File: src/rtl/sid_dac_sched.sv
// sid_dac_sched: round-robin time-sharing of a single sid_dac8 serial DAC
// between NUM_CH requesters. Each grant runs one full 8-bit conversion and
// the result is parked in a per-channel output register.
// Optional build macro: SID_DAC_SCHED_CACHE_EN adds a per-channel cache of the
// last converted code. A repeat request for that same code is answered without
// running the DAC.
module sid_dac_sched #(
  parameter int NUM_CH = 3
) (
  input  logic                clk,
  input  logic                iRst,
  input  logic [NUM_CH-1:0]   iReq,
  input  logic [8*NUM_CH-1:0] iData,
  output logic [NUM_CH-1:0]   oAck,
  output logic [NUM_CH-1:0]   oValid,
  output logic [8*NUM_CH-1:0] oOut,
  output logic                oBusy,
  output logic [7:0]          oDacIn,
  output logic                oDacStart,
  input  logic [7:0]          iDacOut
);
  localparam int CW = (NUM_CH > 1) ? $clog2(NUM_CH) : 1;

  typedef enum logic [1:0] {S_IDLE, S_START, S_WAIT, S_CAPTURE} state_t;

  state_t        r_state;
  logic [CW-1:0] r_ptr;
  logic [CW-1:0] r_ch;
  logic [3:0]    r_cnt;

  logic          w_any;
  logic [CW-1:0] w_ch;
  logic [7:0]    w_code;
  logic          w_hit;

  // Round-robin pick: the nearest requester after r_ptr wins. The loop runs
  // from the farthest candidate to the nearest, so the last match is the winner.
  always_comb begin
    int idx;
    idx   = 0;
    w_any = 1'b0;
    w_ch  = '0;
    for (int k = NUM_CH; k >= 1; k--) begin
      idx = (int'(r_ptr) + k) % NUM_CH;
      if (iReq[idx]) begin
        w_any = 1'b1;
        w_ch  = CW'(idx);
      end
    end
  end

  assign w_code = iData[8*w_ch +: 8];

`ifdef SID_DAC_SCHED_CACHE_EN
  logic [NUM_CH-1:0][7:0] r_cache;
  logic [NUM_CH-1:0]      r_cval;

  assign w_hit = w_any && r_cval[w_ch] && (r_cache[w_ch] == w_code);

  // Remember the last converted code per channel. oDacIn still holds the code
  // of the conversion that is being captured.
  always_ff @(posedge clk) begin
    if (!iRst) begin
      r_cval <= '0;
    end else if (r_state == S_CAPTURE) begin
      r_cache[r_ch] <= oDacIn;
      r_cval[r_ch]  <= 1'b1;
    end
  end
`else
  assign w_hit = 1'b0;
`endif

  // Scheduler FSM. Every output is registered, so each state sets the outputs
  // that must be visible in the following cycle.
  always_ff @(posedge clk) begin
    if (!iRst) begin
      r_state   <= S_IDLE;
      r_ptr     <= CW'(NUM_CH - 1);
      r_ch      <= '0;
      r_cnt     <= '0;
      oAck      <= '0;
      oValid    <= '0;
      oOut      <= '0;
      oBusy     <= 1'b0;
      oDacIn    <= '0;
      oDacStart <= 1'b0;
    end else begin
      oAck      <= '0;
      oValid    <= '0;
      oDacStart <= 1'b0;
      case (r_state)
        S_IDLE: begin
          if (w_any) begin
            oAck[w_ch] <= 1'b1;
            if (w_hit) begin
              // Cached result is already in oOut: acknowledge and complete at once.
              oValid[w_ch] <= 1'b1;
              r_ptr        <= w_ch;
            end else begin
              r_ch      <= w_ch;
              oDacIn    <= w_code;
              oDacStart <= 1'b1;
              oBusy     <= 1'b1;
              r_state   <= S_START;
            end
          end
        end
        S_START: begin
          r_cnt   <= '0;
          r_state <= S_WAIT;
        end
        S_WAIT: begin
          // Nine cycles: eight shift cycles plus the DAC's output latch.
          if (r_cnt == 4'd8) begin
            r_state <= S_CAPTURE;
          end else begin
            r_cnt <= r_cnt + 4'd1;
          end
        end
        S_CAPTURE: begin
          oOut[8*r_ch +: 8] <= iDacOut;
          oValid[r_ch]      <= 1'b1;
          oBusy             <= 1'b0;
          r_ptr             <= r_ch;
          r_state           <= S_IDLE;
        end
        default: r_state <= S_IDLE;
      endcase
    end
  end
endmodule

File: config.mk
export PLATFORM = sky130hd
export DESIGN_NAME = sid_dac_sched
export DESIGN_NICKNAME = d
export VERILOG_FILES = /design/src/rtl/sid_dac_sched.sv
export SDC_FILE = /design/constraint.sdc
export NUM_CORES = 1
export LEC_CHECK = 0
export ABC_CLOCK_PERIOD_IN_PS = 6250
export CAP_MARGIN = 20
export CELL_PAD_IN_SITES_DETAIL_PLACEMENT = 1
export CELL_PAD_IN_SITES_GLOBAL_PLACEMENT = 1
export CORE_UTILIZATION = 37
export CTS_CLUSTER_DIAMETER = 100
export DETAILED_ROUTE_END_ITERATION = 16
export PLACE_DENSITY_LB_ADDON = 0.25
export RECOVER_POWER = 50
export SLEW_MARGIN = 10
export SYNTH_ARGS = -nofsm -noshare
export SYNTH_HDL_FRONTEND = slang
export SYNTH_SLANG_ARGS = --single-unit
export TNS_END_PERCENT = 30
File: constraint.sdc
create_clock -name clk -period 6.25 [get_ports clk]
set_clock_uncertainty 0.15 [all_clocks]
set_input_delay 0.9375 -clock clk [delete_from_list [all_inputs] [get_ports clk]]
set_output_delay 0.9375 -clock clk [all_outputs]
set_load 0.02 [all_outputs]
== After elaboration in Yosys (flattened, before gate mapping) ==
Index checks and enable logic that the tools add are counted.

* Add/sub/neg operators: 5
* Div/mod/pow operators: 3
* Magnitude comparators: 7
* Equality and inequality tests: 7
* Shifts and indexed selects: 3
* Mux-type cells: 28
* Reductions and logical operators: 12

{| class="wikitable"
|+ Operator list
! cell !! number
|-
| $lt 32x4->1 const B || 3
|-
| $mod 32x3->32 const B || 3
|-
| $neg 5->34 || 1
|-
| $shift 8x34->24 const A || 1
|-
| $shiftx 8x34->24 || 1
|-
| $bwmux 24 || 1
|-
| $shiftx 24x6->8 || 1
|-
| $mux 1 || 13
|-
| $reduce_and 2->1 || 6
|-
| $mux 2 || 5
|-
| $pmux 2 s4 || 1
|-
| $pmux 4 s2 || 1
|-
| $add 2x2->3 const B || 2
|-
| $bmux 1 s2 || 3
|-
| $lt 2x3->1 const B || 2
|-
| $ne 2x2->1 const B || 3
|-
| $add 4x1->4 const B || 1
|-
| $demux 1 s2 || 2
|-
| $eq 2x2->1 const B || 2
|-
| $eq 4x4->1 const B || 1
|-
| $ge 2x1->1 const B || 2
|-
| $mux 4 || 1
|-
| $reduce_bool 2->1 || 2
|-
| $add 2x1->3 const B || 1
|-
| other kinds (5) || 6
|}

* Register bits: 50
* Input port bits: 37
* Output and inout port bits: 40
* Word-level logic and storage cells: 75

== Logic depth before layout (Yosys ltp) ==
Gate-level depths: netlist (run 1).

* Depth after elaboration: 12
* Gate-level depth with buffers: 9
* Depth with buffers taken out: 8

== Least setup slack after synthesis (run 1) ==
OpenSTA, ideal clock, no wires.

* Path kind: input -> register
* From: input iReq[0]
* To: register oDacIn[0]
* Library setup time: 138 ps
* Arrival time: 2003 ps
* Data required time: 5962 ps
* Setup slack: 3959 ps
* Cell stages on the path: 7
* Buffers on the path: 1
* Path through: mux2_4 -> a21oi_2 -> a32oi_1 -> o21a_1 -> buf_6 -> mux2i_1 -> o221ai_1

* Word-level cells in the longest chain between the ends: 7
* Elaborated cells between the ends (all ways): 17
* Classes of those cells: shift: 1; mux: 15; reduce/logical: 1

{| class="wikitable"
|+ Ends and longest elaborated chain
! what !! line !! source
|-
| start: declaration || 12 || <nowiki>input logic [NUM_CH-1:0] iReq,</nowiki>
|-
| $bmux 1 s2 || 45 || <nowiki>if (iReq[idx]) begin</nowiki>
|-
| $mux 1 (not written as such) (2 in series) || 45 ||
|-
| $mux 2 or $mux 1 (tied branches) (3 in series) || 45 ||
|-
| $shiftx 24x6->8 or $reduce_and 2->1 (tied branches) || - ||
|-
| end signal: assignment || 102 || <nowiki>oDacIn <= w_code;</nowiki>
|-
| end: declaration || 18 || <nowiki>output logic [7:0] oDacIn,</nowiki>
|}

Parallel ways exist; a longest one is shown, timed or not. The select of a mux whose other input is x is not followed.
A chain may end at the register's enable or synchronous reset.

==> metrics.yaml, run 1 <==
leakage_nw: 1.38
start_kind: "input port"
clockBufferDepth: 2
antenna_found_initial: 0
io_pins: 77
crit_fanout: 39
fin_nets: 374
arrival_ns: 3.58
routed-via-count: 2035
timing.fmax_mhz: 286
multi_input_area_um2: 1270
ff2ff_setup_slack_ns: 3.64
wl_per_cell_um: 15.1
dpl.hpwl_um: 4420
crit_required_ns: 6.32
drt-total-wl_um: 5970
hold_viol: 0
whs_ns: 0.332
yosysWarningCount: 0
rows: 28
grt-ovfl-total: 0
hold_buffers: 0
grt_use_total_pct: 19.1
cts_made_buffers: 5
setup_viol_count_final: 0
ys_seq_elements: 50
slew_headroom_pct: 7.73
clkTransAtPathRegs_ns: 0.09
cts.sinks: 50
clkLatencyLatePin_ns: 0.31
tightestPinTransition_ns: 1.38
dieArea_um2: 6770
syn_inst: 243
hold_path.class: "reg -> reg"
grt_pass1_vias: 2028
fin_tns_setup_ns: 0
antenna_left: 0
post_cts_resized: 0
grt_max_degree: 40
powerDensity_nw_per_um2: 290
viasPerCell: 5.14
grt_pass1_wl_um: 9760
fillers: 702
stdcell_area_um2: 3290
final-seq-area_um2: 1000
synth_top_flop_cell: "dfxtp_1"
syn-cell-area_um2: 2390
end_kind: "flop"
async_flop_share_pct: 0
die_h_um: 82.3
finalCritPeriodShare_pct: 56.0
drt_first_pass_iters: 4
port_buffers: 76
synth_edf_count: 0
synth.distinct_cells: 43
cts_setup_buffers: 0
status: "finished, final reports clean"
syn_area_per_cell_um2: 9.82
period_minus_slack_ns: 3.50
post_dp_cell_area_um2: 3210
htreeDepth: 2
drt_iter0_markers: 88
area_growth_syn_to_layout_pct: 38.0
worstSetupPathType: "in -> reg"
slew_violations: 0
peakVddDrop_v: 0.000132
seq_area_frac_synth_pct: 42.0
coreArea_um2: 6060
die_w_um: 82.3
max-cap-violations: 0
drcViolationCount: 0
synth_nets: 297
cts_tree: "done"
antenna_cells: 0
place_congestion: 0.801
start_util_pct: 39.4
rsz0062_at_grt: "no"
clock-root-buffer: "clkbuf_8"
final_layout_size_suffix_gt1_share_pct: 5.61
==> stage by stage <==
step	worst slack (ns)	power [W]	std cells	utilization, %
after floorplan	3.96	0.000638	243	-
after global placement	3.11	0.000769	388	52.9
after detailed placement	3.03	0.000778	388	52.9
after CTS	3.36	0.000985	396	54.5
after global routing	2.44	0.00102	396	54.3
final	2.75	0.000955	396	54.3
==> worst paths after layout <==
path	start	end	depth (start not counted)
hold / removal	oDacIn[7]	oDacIn[7]	2
hold reg to reg	oDacIn[7]	oDacIn[7]	2
setup / recovery	iRst	oDacIn[2]	6
setup reg to reg	r_ptr[0]	oDacIn[6]	8
==> per-layer routing <==
layer  share of wire [%]  GRT usage (%)
met5                   0              0
met4                 1.3           5.26
met3                 3.7           3.96
met2                  48           31.1
met1                  47           25.4
==> cell type report <==
| class | count | share of cell area, % |
|---|---|---|
| Sequential cell | 50 | 30.4 |
| Multi-Input combinational cell | 168 | 38.5 |
| Clock inverter | 2 | 0.494 |
| Tap cell | 75 | 2.85 |
| Inverter | 18 | 2.05 |
| Timing Repair Buffer | 77 | 23.2 |
| Clock buffer | 6 | 2.51 |
==> report_power, final <==
part | internal (W) | leakage, nW | switching (W) | total, W
Sequential | 0.000367 | 0.406 | 0.0000325 | 0.000399
Combinational | 0.000158 | 0.926 | 0.000194 | 0.000352
Clock | 0.0000913 | 0.0478 | 0.000112 | 0.000203
Total | 0.000616 | 1.38 | 0.000339 | 0.000955
==> Yosys cell counts, types with 4 or more instances <==
master / count / area, um^2
nand3_1: 5 / 25.0
o221ai_1: 8 / 70.1
inv_1: 18 / 67.6
o21ai_0: 4 / 20.0
nand2_1: 22 / 82.6
clkbuf_1: 4 / 15.0
mux2i_1: 11 / 110
dfxtp_1: 50 / 1000
nor2_1: 5 / 18.8
ha_1: 17 / 213
a22oi_1: 24 / 180
nor2b_1: 27 / 169
a21oi_1: 5 / 25.0
and3_1: 5 / 31.3
==> layout by cell type, fill, tap and decap left out, types with 8 or more instances in the layout <==
cell,n
dfxtp_1,50
clkdlybuf4s50_1,40
dlygate4sd3_1,36
nor2b_1,27
a22oi_1,24
nand2_1,22
inv_1,18
ha_1,17
mux2i_1,11
o221ai_1,8
==> sequential cells by signal, summed over array words and instances (netlist names), 2 cells and up <==
| name | count |
|---|---|
| oAck | 3 |
| oValid | 3 |
| r_ch | 2 |
| r_ptr | 2 |
| r_cnt | 4 |
| r_state | 2 |
| oDacIn | 8 |
| oOut | 24 |
==> critical path, stage by stage <==
cell,delay [ns]
dlygate4sd3_1,0.52
clkbuf_1,1.00
nand2_1,0.13
nor2_1,0.47
nand2_2,0.26
o221ai_1,0.24
==> kinds of logic after synthesis <==
kind of cell | share of synthesized area (%)
AND/OR/NAND/NOR | 19.2
multiplexers | 5.24
adder cells (fa/ha/maj) | 8.91
AO/OA/AOI/OAI | 19.4
XOR/XNOR | 0.734
flip-flops | 42.0
buffers and inverters | 4.61
No activity file was read; power rests on OpenSTA's default activity.
==> run 2, diff against run 1 <==
Settings changed: ABC_CLOCK_PERIOD_IN_PS 6250 to 3450, CORE_UTILIZATION 37 to 34.
Clock period 6.25 ns to 3.45 ns, I/O delays scaled along.
==> metrics.yaml, run 2 (synthesized netlist as in run 1, its figures left out) <==
slowest_stage: "o21a_1"
die_h_um: 85.8  # +4.2%
top_regs: "oOut (24), oDacIn (8), r_cnt (4)"
slew_headroom_pct: 43.3  # +36 points
start_util_pct: 35.1  # -4.2 points
drt-total-wl_um: 6030  # +0.89%
grt_pass1_vias: 2124  # +4.7%
rsz0062_at_grt: "no"
powerDensity_nw_per_um2: 521  # +80%
max_stage_delay_ns: 0.48  # -0.52 ns
largest_reg_flops: 24  # unchanged
grt-ovfl-total: 0  # unchanged
arrival_ns: 2.63  # -0.95 ns
viasPerCell: 4.88  # -5.1%
timing.rr.start: "r_ptr[1]"
peakVddDrop_v: 0.000258  # +96%
timing.fmax_mhz: 382
fin_tns_setup_ns: 0  # unchanged
fin_nets: 375  # +0.27%
coreArea_um2: 6790  # +12%
crit_buf_inv: 1  # -1
grt_use_total_pct: 17.2  # -1.8 points
antenna_found_initial: 0  # unchanged
grt_pass1_wl_um: 10100  # +3.7%
final-seq-area_um2: 1000  # unchanged
die_w_um: 85.8  # +4.2%
clockBufferDepth: 2  # unchanged
io_pins: 77  # unchanged
crit_fanout: 10  # -74%
crit_required_ns: 3.47  # -2.85 ns
drt_first_pass_iters: 3  # -1
fillers: 782  # +11%
setup_viol_count_final: 0  # unchanged
clkTransAtPathRegs_ns: 0.09  # about the same
hold_viol: 0  # unchanged
place_congestion: 0.840  # +4.9%
cp_top_family: "compound AO/OA/AOI/OAI gates"
power_w: 0.00174  # +82%
clock-root-buffer: "clkbuf_8"
drt_iter0_markers: 78  # -11%
worstReg2RegEnd: "oDacIn[1]"
status: "finished, final reports clean"
antenna_left: 0  # unchanged
drcViolationCount: 0  # unchanged
dpl.hpwl_um: 4490  # +1.5%
cts.sinks: 50  # unchanged
clkLatencyLatePin_ns: 0.29  # -0.02 ns
max-cap-violations: 0  # unchanged
ff2ff_setup_slack_ns: 0.83  # -2.81 ns
regMostFlops: "oOut"
slew_violations: 0  # unchanged
hold_buffers: 0  # unchanged
cts_tree: "done"
crit_top_cell: "mux2i_1"
hold_path.class: "reg -> reg"
cts_made_buffers: 5  # unchanged
start_kind: "flop"
antenna_cells: 0  # unchanged
final_layout_size_suffix_gt1_share_pct: 6.21  # +0.60 points
port_buffers: 76  # unchanged
post_cts_resized: 0  # unchanged
grt_max_degree: 21  # -48%
period_minus_slack_ns: 2.62
leakage_nw: 1.39  # +0.89%
tightestPinTransition_ns: 0.848  # -0.536 ns
routed-via-count: 2039  # +0.20%
final_cell_mix: "dfxtp_1, clkdlybuf4s50_1, dlygate4sd3_1"
multi_input_area_um2: 1270  # +0.59%
cts_setup_buffers: 0  # unchanged
dieArea_um2: 7360  # +8.6%
wl_per_cell_um: 14.4  # -4.4%
cp_cell_sequence: "inv_1 > ha_1 > mux2i_1 > o22ai_2 > a32oi_1 > o21a_1 > mux2i_1 > o221ai_1"
finalCritPeriodShare_pct: 75.9
cp-endpoint: "oDacIn[1]"
r2r_cells: 8  # unchanged
crit_start: "r_ptr[1]"
cp.depth: 8  # +2
htreeDepth: 2  # unchanged
rows: 30  # +7.1%
final_common_cell: "dfxtp_1"
end_kind: "flop"
area_growth_syn_to_layout_pct: 39.8
worstSetupPathType: "reg -> reg"
[run 2: cell count changes in the layout (fill, tap and decap cells not counted), sizes merged]
cell and delta:
clkinv +2, clkdlybuf4s50 -1, dlygate4sd3 +1, inv -1, buf +1, clkinvlp -1
[run 2: cell type report]
class	instances	area share [%]
multi-input cells	168	38.2
flip-flops and latches	50	30.0
repair buffers	78	23.1
well taps	96	3.60
clock buffers	6	2.48
inverters	18	2.03
clock inverters	2	0.525
[run 2: worst min-delay path by stage]
| stage | endpoint | startpoint | cells past startpoint | slack, ns |
|---|---|---|---|---|
| 2_1_floorplan | r_state[1] | r_state[1] | 2 | 0.31 |
| 3_3_place_gp | oDacIn[6] | oDacIn[6] | 2 | 0.31 |
| 3_5_place_dp | oDacIn[6] | oDacIn[6] | 2 | 0.31 |
| 4_1_cts | oDacIn[6] | oDacIn[6] | 2 | 0.34 |
| 5_1_grt | oDacIn[6] | oDacIn[6] | 2 | 0.36 |
| 6_report | oDacIn[6] | oDacIn[6] | 2 | 0.33 |
[run 2: metal layers]
layer / wire, um / part of all wire [%] / vias up / global-route usage, %
li1: - / - / 1014 / -
met1: 2850 / 47 / 975 / 21.4
met2: 2840 / 47 / 46 / 30.4
met3: 312 / 5.2 / 4 / 4.72
met4: 29 / 0.48 / 0 / 2.73
met5: 0 / 0 / - / 0
[run 2: where the power goes]
group / internal [W] / total (W) / leakage [nW] / switching [W]
Clock: 0.000166 / 0.000368 / 0.0514 / 0.000202
Combinational: 0.000290 / 0.000642 / 0.935 / 0.000352
Sequential: 0.000664 / 0.000728 / 0.406 / 0.0000641
[run 2: worst register-to-register path, cell delays in order (launching register included)]
cell      delay [ns]
dfxtp_1         0.34
inv_1           0.10
ha_1            0.34
mux2i_1         0.30
o22ai_2         0.14
a32oi_1         0.22
o21a_1          0.49
mux2i_1         0.29
o221ai_1        0.13
[run 2: metrics by stage]
step / hold WS [ns] / cell area (um^2) / instances / setup slack, ns / util (%)
2_1_floorplan: 0.311 / 2390 / 243 / 1.36 / -
3_3_place_gp: 0.308 / 3240 / 410 / 0.773 / 47.7
3_5_place_dp: 0.310 / 3240 / 410 / 0.619 / 47.7
4_1_cts: 0.343 / 3340 / 418 / 0.796 / 49.2
5_1_grt: 0.363 / 3340 / 418 / 0.620 / 49.1
6_report: 0.328 / 3340 / 418 / 0.832 / 49.1
==> run 3, diff against run 2 <==
Settings changed: ABC_CLOCK_PERIOD_IN_PS 3450 to 2700.
Clock period 3.45 ns to 2.7 ns, I/O delays scaled along.
==> metrics.yaml, run 3 (synthesized netlist as in run 1, its figures left out) <==
drt_iter0_markers: 53  # -32%
grt_max_degree: 34  # +62%
final_common_cell: "dfxtp_1"
grt_pass1_wl_um: 10100  # -0.28%
timing.fmax_mhz: 414  # +8.4%
grt_pass1_vias: 2111  # -0.61%
leakage_nw: 1.43  # +2.8%
start_util_pct: 35.1  # unchanged
place_congestion: 0.787  # -6.3%
hp-start: "oDacIn[1]"
fin_tns_setup_ns: 0  # unchanged
hold_path.class: "reg -> reg"
coreArea_um2: 6790  # unchanged
drcViolationCount: 0  # unchanged
die_h_um: 85.8  # unchanged
clkTransAtPathRegs_ns: 0.09  # about the same
ff2ff_setup_slack_ns: 0.28  # -0.55 ns
grt_use_total_pct: 17.4  # +0.14 points
regMostFlops: "oOut"
clockBufferDepth: 2  # unchanged
end_kind: "flop"
finalCritPeriodShare_pct: 89.5  # +14 points
hold_buffers: 0  # unchanged
io_pins: 77  # unchanged
setup_viol_count_final: 0  # unchanged
die_w_um: 85.8  # unchanged
clkPwrFrac_pct: 22.7  # +1.5 points
port_buffers: 76  # unchanged
net-switching-power_w: 0.000799  # +29%
viasPerCell: 4.90  # +0.37%
pwr-share-seq_pct: 40.1  # -1.8 points
largest_reg_flops: 24  # unchanged
clock-root-buffer: "clkbuf_8"
post_cts_resized: 0  # unchanged
r2r_cells: 9  # +1
rows: 30  # unchanged
antenna_cells: 0  # unchanged
dpl.hpwl_um: 4590  # +2.4%
antenna_found_initial: 0  # unchanged
arrival_ns: 2.44  # -0.19 ns
rsz0062_at_grt: "no"
timing.rr.start: "r_ptr[1]"
internal-power_w: 0.00152  # +36%
tightestPinTransition_ns: 1.15  # +0.306 ns
final_layout_size_suffix_gt1_share_pct: 7.65  # +1.4 points
whs_ns: 0.330  # +0.00173 ns
cts.sinks: 50  # unchanged
crit_fanout: 10  # unchanged
wl_per_cell_um: 14.6  # +1.2%
min_to: "oDacIn[1]"
dieArea_um2: 7360  # unchanged
htreeDepth: 2  # unchanged
cts_tree: "done"
worstReg2RegEnd: "oDacIn[4]"
period_minus_slack_ns: 2.42  # -0.203 ns
final_cell_mix: "dfxtp_1, clkdlybuf4s50_1, dlygate4sd3_1"
comb_power_share_pct: 37.2  # +0.3 points
antenna_left: 0  # unchanged
max-cap-violations: 0  # unchanged
grt-ovfl-total: 0  # unchanged
holdPathStages: 2  # unchanged
cts_setup_buffers: 0  # unchanged
slew_violations: 0  # unchanged
worstSetupPathType: "reg -> reg"
powerDensity_nw_per_um2: 682  # +31%
top_regs: "oOut (24), oDacIn (8), r_cnt (4)"
drt-total-wl_um: 6170  # +2.4%
switching_share_pct: 34.4  # -1.1 points
peakVddDrop_v: 0.000338  # +31%
fin_nets: 381  # +1.6%
crit_start: "r_ptr[1]"
clkLatencyLatePin_ns: 0.30  # about the same
hold_viol: 0  # unchanged
crit_required_ns: 2.72  # -0.75 ns
routed-via-count: 2071  # +1.6%
cts_made_buffers: 5  # unchanged
slew_headroom_pct: 23.1  # -20 points
start_kind: "flop"
drt_first_pass_iters: 4  # +1
status: "finished, final reports clean"
area_growth_syn_to_layout_pct: 42.5
[run 3: cell types whose count changed in the layout (fill, tap and decap cells not counted), sizes merged]
cell,before,now
bufinv,0,1
clkinv,2,1
buf,1,7
clkbuf,7,6
[run 3: area by class of cell]
type / count / area [um^2]
Clock buffer: 5 / 68.8
Clock inverter: 2 / 38.8
Fill cell: 789 / 3390
Inverter: 18 / 67.6
Multi-Input combinational cell: 168 / 1270
Sequential cell: 50 / 1000
Tap cell: 96 / 120
Timing Repair Buffer: 84 / 830
[run 3: power groups by stage]
stage	logic, W	clock network [W]	registers [W]
6_report	0.000863	0.000526	0.000930
2_1_floorplan	0.000441	0	0.00103
4_1_cts	0.000896	0.000541	0.000935
3_5_place_dp	0.000892	0	0.000950
5_1_grt	0.000941	0.000573	0.000946
3_3_place_gp	0.000872	0	0.000952
[run 3: routing by layer]
| metal | vias up | wire, um | GRT usage, % | share of wire, % |
|---|---|---|---|---|
| li1 | 1020 | - | - | - |
| met1 | 990 | 2860 | 22.2 | 46 |
| met2 | 53 | 2960 | 29.1 | 48 |
| met3 | 8 | 286 | 4.33 | 4.6 |
| met4 | 0 | 65 | 5.00 | 1.1 |
| met5 | - | 0 | 0 | 0 |
[run 3: metrics by stage]
stage | instances | utilization (%) | power [W] | setup slack (ns) | area (um^2)
2_1_floorplan | 243 | - | 0.00148 | 0.609 | 2390
3_3_place_gp | 416 | 48.5 | 0.00182 | 0.215 | 3300
3_5_place_dp | 416 | 48.5 | 0.00184 | 0.211 | 3300
4_1_cts | 423 | 50.1 | 0.00237 | 0.282 | 3400
5_1_grt | 423 | 50.1 | 0.00246 | 0.138 | 3400
6_report | 423 | 50.1 | 0.00232 | 0.285 | 3400
[run 3: worst max path at each step]
| stage | slack, ns | end | depth (start not counted) |
|---|---|---|---|
| after global routing | 0.14 | oDacIn[2] | 9 |
| after CTS | 0.28 | oDacIn[2] | 9 |
| after detailed placement | 0.21 | oDacIn[2] | 8 |
| final | 0.28 | oDacIn[4] | 9 |
| after floorplan | 0.61 | oDacIn[0] | 9 |
| after global placement | 0.21 | oDacIn[2] | 8 |
[run 3: worst max-delay path, stage by stage (launching register included)]
cell and delay (ns):
dfxtp_1 0.34, inv_1 0.10, ha_1 0.32, mux2i_1 0.33, o22ai_2 0.14, a32oi_1 0.21, o21a_1 0.18, buf_12 0.15
mux2i_1 0.23, o221ai_1 0.13
